## config.mk

```make
export PLATFORM = sky130hd
export DESIGN_NAME = exception_unit
export DESIGN_NICKNAME = d
export VERILOG_FILES = /design/src/rtl/exception_pkg.sv /design/src/rtl/exception_unit.sv
export SDC_FILE = /design/constraint.sdc
export NUM_CORES = 1
export LEC_CHECK = 0
export CAP_MARGIN = 20
export CORE_UTILIZATION = 37
export CTS_CLUSTER_SIZE = 24
export DETAILED_ROUTE_END_ITERATION = 10
export GPL_ROUTABILITY_DRIVEN = 0
export PLACE_DENSITY = 0.74
export SLEW_MARGIN = 10
export SYNTH_ARGS = -nofsm -noshare
export SYNTH_HDL_FRONTEND = slang
export SYNTH_SLANG_ARGS = --single-unit
```

## constraint.sdc

```tcl
create_clock -name clk -period 1.7 [get_ports clk]
set_input_delay 0.34 -clock clk [delete_from_list [all_inputs] [get_ports clk]]
set_output_delay 0.34 -clock clk [all_outputs]
set_load 0.02 [all_outputs]
```

## src/rtl/exception_pkg.sv

```systemverilog
// Shared encodings for the exception sequencer: FSM states, cause codes and
// the default handler vector byte addresses.
package exception_pkg;

  typedef enum logic [1:0] {
    IDLE = 2'd0,
    REQ  = 2'd1,
    WAIT = 2'd2,
    DONE = 2'd3
  } state_t;

  typedef enum logic [1:0] {
    CAUSE_NONE     = 2'd0,
    CAUSE_OPCODE   = 2'd1,
    CAUSE_OVERFLOW = 2'd2,
    CAUSE_DIV0     = 2'd3
  } cause_t;

  localparam int unsigned DEF_VEC_OPCODE   = 253;
  localparam int unsigned DEF_VEC_OVERFLOW = 254;
  localparam int unsigned DEF_VEC_DIV0     = 255;

endpackage

```

## src/rtl/exception_unit.sv

```systemverilog
// Multicycle exception sequencer: latches EPC and cause, fetches the handler
// byte from the cause vector and presents it with a one-cycle ready pulse.
module exception_unit
  import exception_pkg::*;
#(
  parameter int unsigned MEM_LATENCY  = 1,
  parameter int unsigned VEC_OPCODE   = DEF_VEC_OPCODE,
  parameter int unsigned VEC_OVERFLOW = DEF_VEC_OVERFLOW,
  parameter int unsigned VEC_DIV0     = DEF_VEC_DIV0
) (
  input  logic        clk,
  input  logic        reset,
  input  logic        exc_opcode,
  input  logic        exc_overflow,
  input  logic        exc_div0,
  input  logic [31:0] PC_out,
  input  logic [7:0]  Mem_data_in,
  output logic        mem_req,
  output logic [31:0] mem_addr,
  output logic [31:0] EPC_out,
  output logic [31:0] Excp_out,
  output logic [1:0]  cause_out,
  output logic        busy,
  output logic        excp_ready,
  output logic        excp_lost
);

  state_t      state, next_state;
  cause_t      cause, event_cause;
  logic [3:0]  lat_cnt;
  logic [31:0] epc, excp, vector;
  logic        lost, any_event, capture;

  assign any_event = exc_opcode | exc_overflow | exc_div0;

  always_comb begin
    event_cause = CAUSE_NONE;
    if (exc_opcode)        event_cause = CAUSE_OPCODE;
    else if (exc_overflow) event_cause = CAUSE_OVERFLOW;
    else if (exc_div0)     event_cause = CAUSE_DIV0;
  end

  always_comb begin
    vector = 32'd0;
    case (cause)
      CAUSE_OPCODE:   vector = 32'(VEC_OPCODE);
      CAUSE_OVERFLOW: vector = 32'(VEC_OVERFLOW);
      CAUSE_DIV0:     vector = 32'(VEC_DIV0);
      default:        vector = 32'd0;
    endcase
  end

  // With zero latency the byte is already on the bus during the request cycle.
  assign capture = ((state == REQ) && (MEM_LATENCY == 0)) ||
                   ((state == WAIT) && (lat_cnt == 4'd1));

  always_ff @(posedge clk or negedge reset) begin
    if (!reset) state <= IDLE;
    else        state <= next_state;
  end

  always_comb begin
    next_state = state;
    case (state)
      IDLE:    if (any_event) next_state = REQ;
      REQ:     next_state = (MEM_LATENCY == 0) ? DONE : WAIT;
      WAIT:    if (capture) next_state = DONE;
      DONE:    next_state = IDLE;
      default: next_state = IDLE;
    endcase
  end

  always_ff @(posedge clk or negedge reset) begin
    if (!reset) begin
      cause   <= CAUSE_NONE;
      epc     <= 32'd0;
      excp    <= 32'd0;
      lat_cnt <= 4'd0;
      lost    <= 1'b0;
    end else begin
      if (state == IDLE && any_event) begin
        cause   <= event_cause;
        epc     <= PC_out - 32'd4;
        lat_cnt <= 4'(MEM_LATENCY);
      end
      if (state == WAIT) lat_cnt <= lat_cnt - 4'd1;
      if (capture) excp <= {24'b0, Mem_data_in};
      // Events outside IDLE are dropped but remembered until reset.
      if (state != IDLE && any_event) lost <= 1'b1;
    end
  end

  assign mem_req    = (state == REQ) || (state == WAIT);
  assign mem_addr   = mem_req ? vector : 32'd0;
  assign busy       = (state != IDLE);
  assign excp_ready = (state == DONE);
  assign EPC_out    = epc;
  assign Excp_out   = excp;
  assign cause_out  = cause;
  assign excp_lost  = lost;

endmodule

```

# Word-level counts from Yosys, hierarchy flattened

Cells that the tools add are included.

Reduce and logical (&&, ||, !) cells: 8
Bitwise gates (word level): 2
Add/sub/neg operators: 2
Shift-type cells: 0
Equality and inequality tests: 9
Multiplexer cells: 10
Multipliers: 0
Order comparisons: 0
Divide/modulo/power cells: 0

Operators by type and width:

| cell                                               | count |
|---|---|
| two-way mux 32 bit                                 | 1 |
| subtractor 32 x 3 -> 32 bit, second input constant | 1 |
| case mux 8 bit (3 select lines)                    | 1 |
| two-way mux 2 bit                                  | 5 |
| == test 2 bit, second input constant               | 4 |
| two-way mux 4 bit                                  | 2 |
| case mux 2 bit (4 select lines)                    | 1 |
| == test 2 x 1 -> 1 bit, second input constant      | 2 |
| == test 4 x 1 -> 1 bit, second input constant      | 1 |
| != test 2 bit, second input constant               | 2 |
| nonzero test 2 bit                                 | 2 |
| subtractor 4 x 1 -> 4 bit, second input constant   | 1 |
| logical AND 1 bit                                  | 3 |
| zero test 2 bit                                    | 1 |
| bitwise OR 1 bit                                   | 2 |
| AND reduction 2 bit                                | 1 |
| logical OR 1 bit                                   | 1 |

Memories: 0
Flip-flop bits (word level): 49
RAM bits: 0
ROM bits: 0
Input bits: 45
Bits in latches: 0
Output and inout port bits: 102
Word-level logic and storage cells: 37

# Logic depth before layout (Yosys ltp)

Depth after elaboration: 5
Mapped depth: 8
Mapped depth without buffers: 6

# Worst setup path after synthesis

OpenSTA, ideal clock, no wires.

Path kind: reg-to-output
Start: reg state[0]
End: out mem_addr[3]
Setup slack: -294 ps
Arrival: 1654 ps
Buffers on the path: 1
Data required time: 1360 ps
Cell stages (with the launch flop): 6
Cells stage by stage: dfrtp_1 inv_1 ha_1 and2_1 or2_2 buf_4

Word-level cells in the longest chain between the ends: 3
Elaborated cells on any way between the ends: 4
Classes of those cells: 2 x eq/ne; 1 x mux; 1 x reduce/logical

Ends and longest elaborated chain:

| element                                                        | RTL line             | source |
|---|---|---|
| start: declaration                                             | exception_unit.sv:28 | `state_t state, next_state;` |
| start signal: assignment                                       | exception_unit.sv:59 | `else state <= next_state;` |
| == test 2 x 1 -> 1 bit / == test 2 bit (equally long branches) | exception_unit.sv:93 | `assign mem_req = (state == REQ) \|\| (state == WAIT);` |
| logical OR 1 bit (*)                                           | exception_unit.sv:93 |  |
| net mem_req                                                    | exception_unit.sv:18 | `output logic mem_req,` |
| two-way mux 32 bit (*)                                         | exception_unit.sv:94 | `assign mem_addr = mem_req ? vector : 32'd0;` |
| end: declaration                                               | exception_unit.sv:19 | `output logic [31:0] mem_addr,` |

Mark *: on every way through the listed nets, which the timed path passes. The rest lies on a longest branch.

# Worst setup path in the final report

Start: reg state[0]
End: out mem_addr[6]

Word-level cells in the longest chain between the ends: 3
Elaborated cells on any way between the ends: 4
Classes of those cells: 2 x eq/ne; 1 x mux; 1 x reduce/logical

Ends and longest elaborated chain:

| element                                                        | RTL line |
|---|---|
| == test 2 x 1 -> 1 bit / == test 2 bit (equally long branches) | exception_unit.sv:93 |
| logical OR 1 bit (*)                                           | exception_unit.sv:93 |
| two-way mux 32 bit (*)                                         | exception_unit.sv:94 |

Every way passes the cells marked *; elsewhere a longest branch is shown, timed or not.

==> reports/results.ini <==
[outcome]
status=complete, but fails checks
violations=negative setup slack

[timing]
max_clock_freq_mhz=527
period_share_pct=112
setup_viol=9
final.setup.tns_ns=-1.40
skew_ns=0.00393
timing.final.ws_setup_ns=-0.196
finalCriticalPeriod_ns=1.90
maxSlewViolCount=0
finalHoldViolCount=0
rsz0062_at_grt=yes

[grt]
grtUsageMet2_pct=33.5
grt.busiest_layer=met2
grt_use_total_pct=18.8
grt_pass1_wl_mm=12.7
antenna_found_initial=0
grt_max_degree=50
grt_pass1_vias=2701
grt-ovfl-total=0
met1_usage_pct=22.9
grt_use_met3_pct=3.35

[floorplanning]
die_width_um=91.1
die_area_sq_um=8310
ios=147
num_rows=32
core_area_sq_um=7690
start_util_pct=38.2
fp.dieH_um=91.1

[clock_tree]
cts_max_path_buffers=2
clock_latency_ns=0.30
cts_tree=built
numCtsBuffers=5
clkSinkCount=49
cts-root-buf=clkbuf_8
cts_htree_levels=2
postCtsHoldBufs=0
path_clk_slew_ns=0.10

[worst_setup_path]
cp_top_family=simple AND/OR/NAND/NOR gates
startpoint_type=flop
worstPathRequired_ns=1.36
crit_path_top_delay_cell=dfrtp_1
reg2reg_depth=6
path_class=flop to output port
critPathCaptureType=output port
path_cells=inv_2, ha_4, and2_4, or2_4, buf_6
r2r-end=state[1]
timing.rr.start=state[0]
cp_max_fo=6
r2r_slack_ns=0.08
critPathMaxStageDelay_ns=0.40
cp.arrival_ns=1.56
worstPathBufferInverterCount=2

[synthesis]
syn_area_sq_um=2940
synthFlopType=dfrtp_1
synth.distinct_cells=37
synth_seq_cells=49
synthArstFlopShare_pct=100
synth_edf_count=0
ys_warn_count=0
avgSynthCellArea_sq_um=9.22
yosysSeqAreaShare_pct=41.7
syn_inst=319

[power_and_ir_drop]
irDropWorstVdd_uv=626
p_int_mw=4.37
p_leak_nw=2.07
powerDensity_nw_per_um2=1610
power.total_mw=7.51
clkPwrFrac_pct=9.8
p_switching_mw=3.15
p_sw_share_pct=41.9
combPwrFrac_pct=63.0
pwr-share-seq_pct=27.2

[routing]
wl_mm=7.79
wl_per_cell_um=13.3
vias=2807
drtPass1Iterations=4
drtIter0Drc=131
ant_nets=0
drc=0
viasPerCell=4.80

[min_path]
hold_path.class=primary input to asynchronous set/reset pin

[layout]
drive_gt1_share_pct=29.8
nets=533
antenna_cells=0
area_growth_pct=58.6

[placement]
place_ws_ns=-0.749
port_buffers=98
place_hpwl_mm=5.62

[flow_run]
drv_cap=0

-- metrics by stage --
stage          hold WS, ns  instances  area (sq um)  util, %
2_1_floorplan       0.0444        366          3190        -
3_3_place_gp         0.350        561          4330     56.3
3_5_place_dp         0.354        561          4330     56.3
4_1_cts             0.0216        579          4580     59.6
5_1_grt             0.0298        585          4660     60.7
6_report            0.0166        585          4660     60.7
-- layout by cell type, fill, tap and decap left out, drive strengths merged, types with 3 or more instances in the layout --
| master | count |
|---|---|
| o31ai | 12 |
| buf | 89 |
| or3 | 12 |
| ha | 6 |
| or2 | 4 |
| nor3 | 8 |
| mux2 | 9 |
| inv | 11 |
| conb | 48 |
| xor2 | 5 |
| xnor2 | 5 |
| a31oi | 17 |
| clkdlybuf4s15 | 7 |
| nand2 | 29 |
| dlygate4sd2 | 15 |
| clkbuf | 7 |
| or4 | 13 |
| clkdlybuf4s50 | 55 |
| nor4 | 4 |
| dfrtp | 49 |
| nand4 | 3 |
| nand3 | 5 |
| nor2 | 25 |
| o21ai | 19 |
| dlymetal6s2s | 4 |
-- how the worst max path moves through the flow --
| stage | from | endpoint | depth (start not counted) |
|---|---|---|---|
| 6_report | state[0] | mem_addr[6] | 5 |
| 3_3_place_gp | PC_out[26] | EPC_out[29] | 5 |
| 3_5_place_dp | PC_out[26] | EPC_out[29] | 5 |
| 5_1_grt | state[0] | mem_addr[6] | 5 |
| 4_1_cts | state[1] | mem_addr[6] | 5 |
| 2_1_floorplan | PC_out[26] | EPC_out[29] | 4 |
-- cell usage after synthesis, types with 3 or more instances --
library cell | instances | area, sq um
a31oi_1 | 17 | 106
buf_4 | 53 | 398
clkbuf_1 | 10 | 37.5
dfrtp_1 | 49 | 1230
ha_1 | 6 | 75.1
inv_1 | 9 | 33.8
mux2_2 | 9 | 101
nand2_1 | 29 | 109
nand3_1 | 5 | 25.0
nor2_1 | 25 | 93.8
nor3_1 | 8 | 40.0
nor4_1 | 3 | 18.8
o21ai_0 | 19 | 95.1
o31ai_1 | 12 | 90.1
or2_2 | 4 | 25.0
or3_1 | 12 | 75.1
or4_1 | 12 | 90.1
xnor2_1 | 5 | 43.8
xor2_1 | 5 | 43.8
-- routing by layer --
layer  vias up  share of wire (%)
li1       1355                  -
met1      1329                 42
met2       115                 50
met3         8                6.7
met4         0                1.3
met5         -                  0
-- cells by family after synthesis --
logic type                 Yosys count  synth area share [%]
buffers and inverters               72                  16.0
adders and majority gates            6                  2.55
xor gates and xnor gates            10                  2.98
and+or+nand+nor                    113                  20.5
AOI/OAI and AO/OA                   58                  12.4
other                                1                 0.128
DFF                                 49                  41.7
muxes                               10                  3.79
-- area by class of cell --
class | instances | area [sq um]
tap | 102 | 128
timing repair buffer | 172 | 1570
clock inverter | 3 | 25.0
multi-input combinational | 245 | 1600
fill | 681 | 3020
clock buffer | 5 | 68.8
sequential | 49 | 1230
inverter | 9 | 51.3
-- worst reg2reg max path, delay by kind of cell, from the launching register on --
kind	cells	cell delay, ns
adder cells (fa/ha/maj)	1	0.24
buffers and inverters	3	0.31
multiplexers	1	0.36
flip-flops	1	0.37
AO/OA/AOI/OAI	1	0.25
-- power groups by stage --
stage | sequential, mW | clock [mW] | combinational (mW)
after floorplan | 2.66 | 0 | 2.06
after global placement | 2.06 | 0 | 4.54
after detailed placement | 2.07 | 0 | 4.64
after CTS | 2.06 | 0.758 | 4.68
after global routing | 2.13 | 0.797 | 5.08
final | 2.04 | 0.733 | 4.74
-- registers in the layout, indices dropped and copies added (netlist names) --
name       cells
EPC_out       32
Excp_out       8
lat_cnt        4
cause_out      2
state          2
excp_lost      1
-- repair_timing --
| action | 4_1_cts | 5_1_grt |
|---|---|---|
| endpoints found under the setup margin | 34 | 46 |
| cloned | 2 | 0 |
| buffers inserted | 8 | 8 |
| pin swaps | 31 | 21 |
| gates resized for setup | 116 | 33 |
Note: power is estimated with default switching activity, not from simulation.
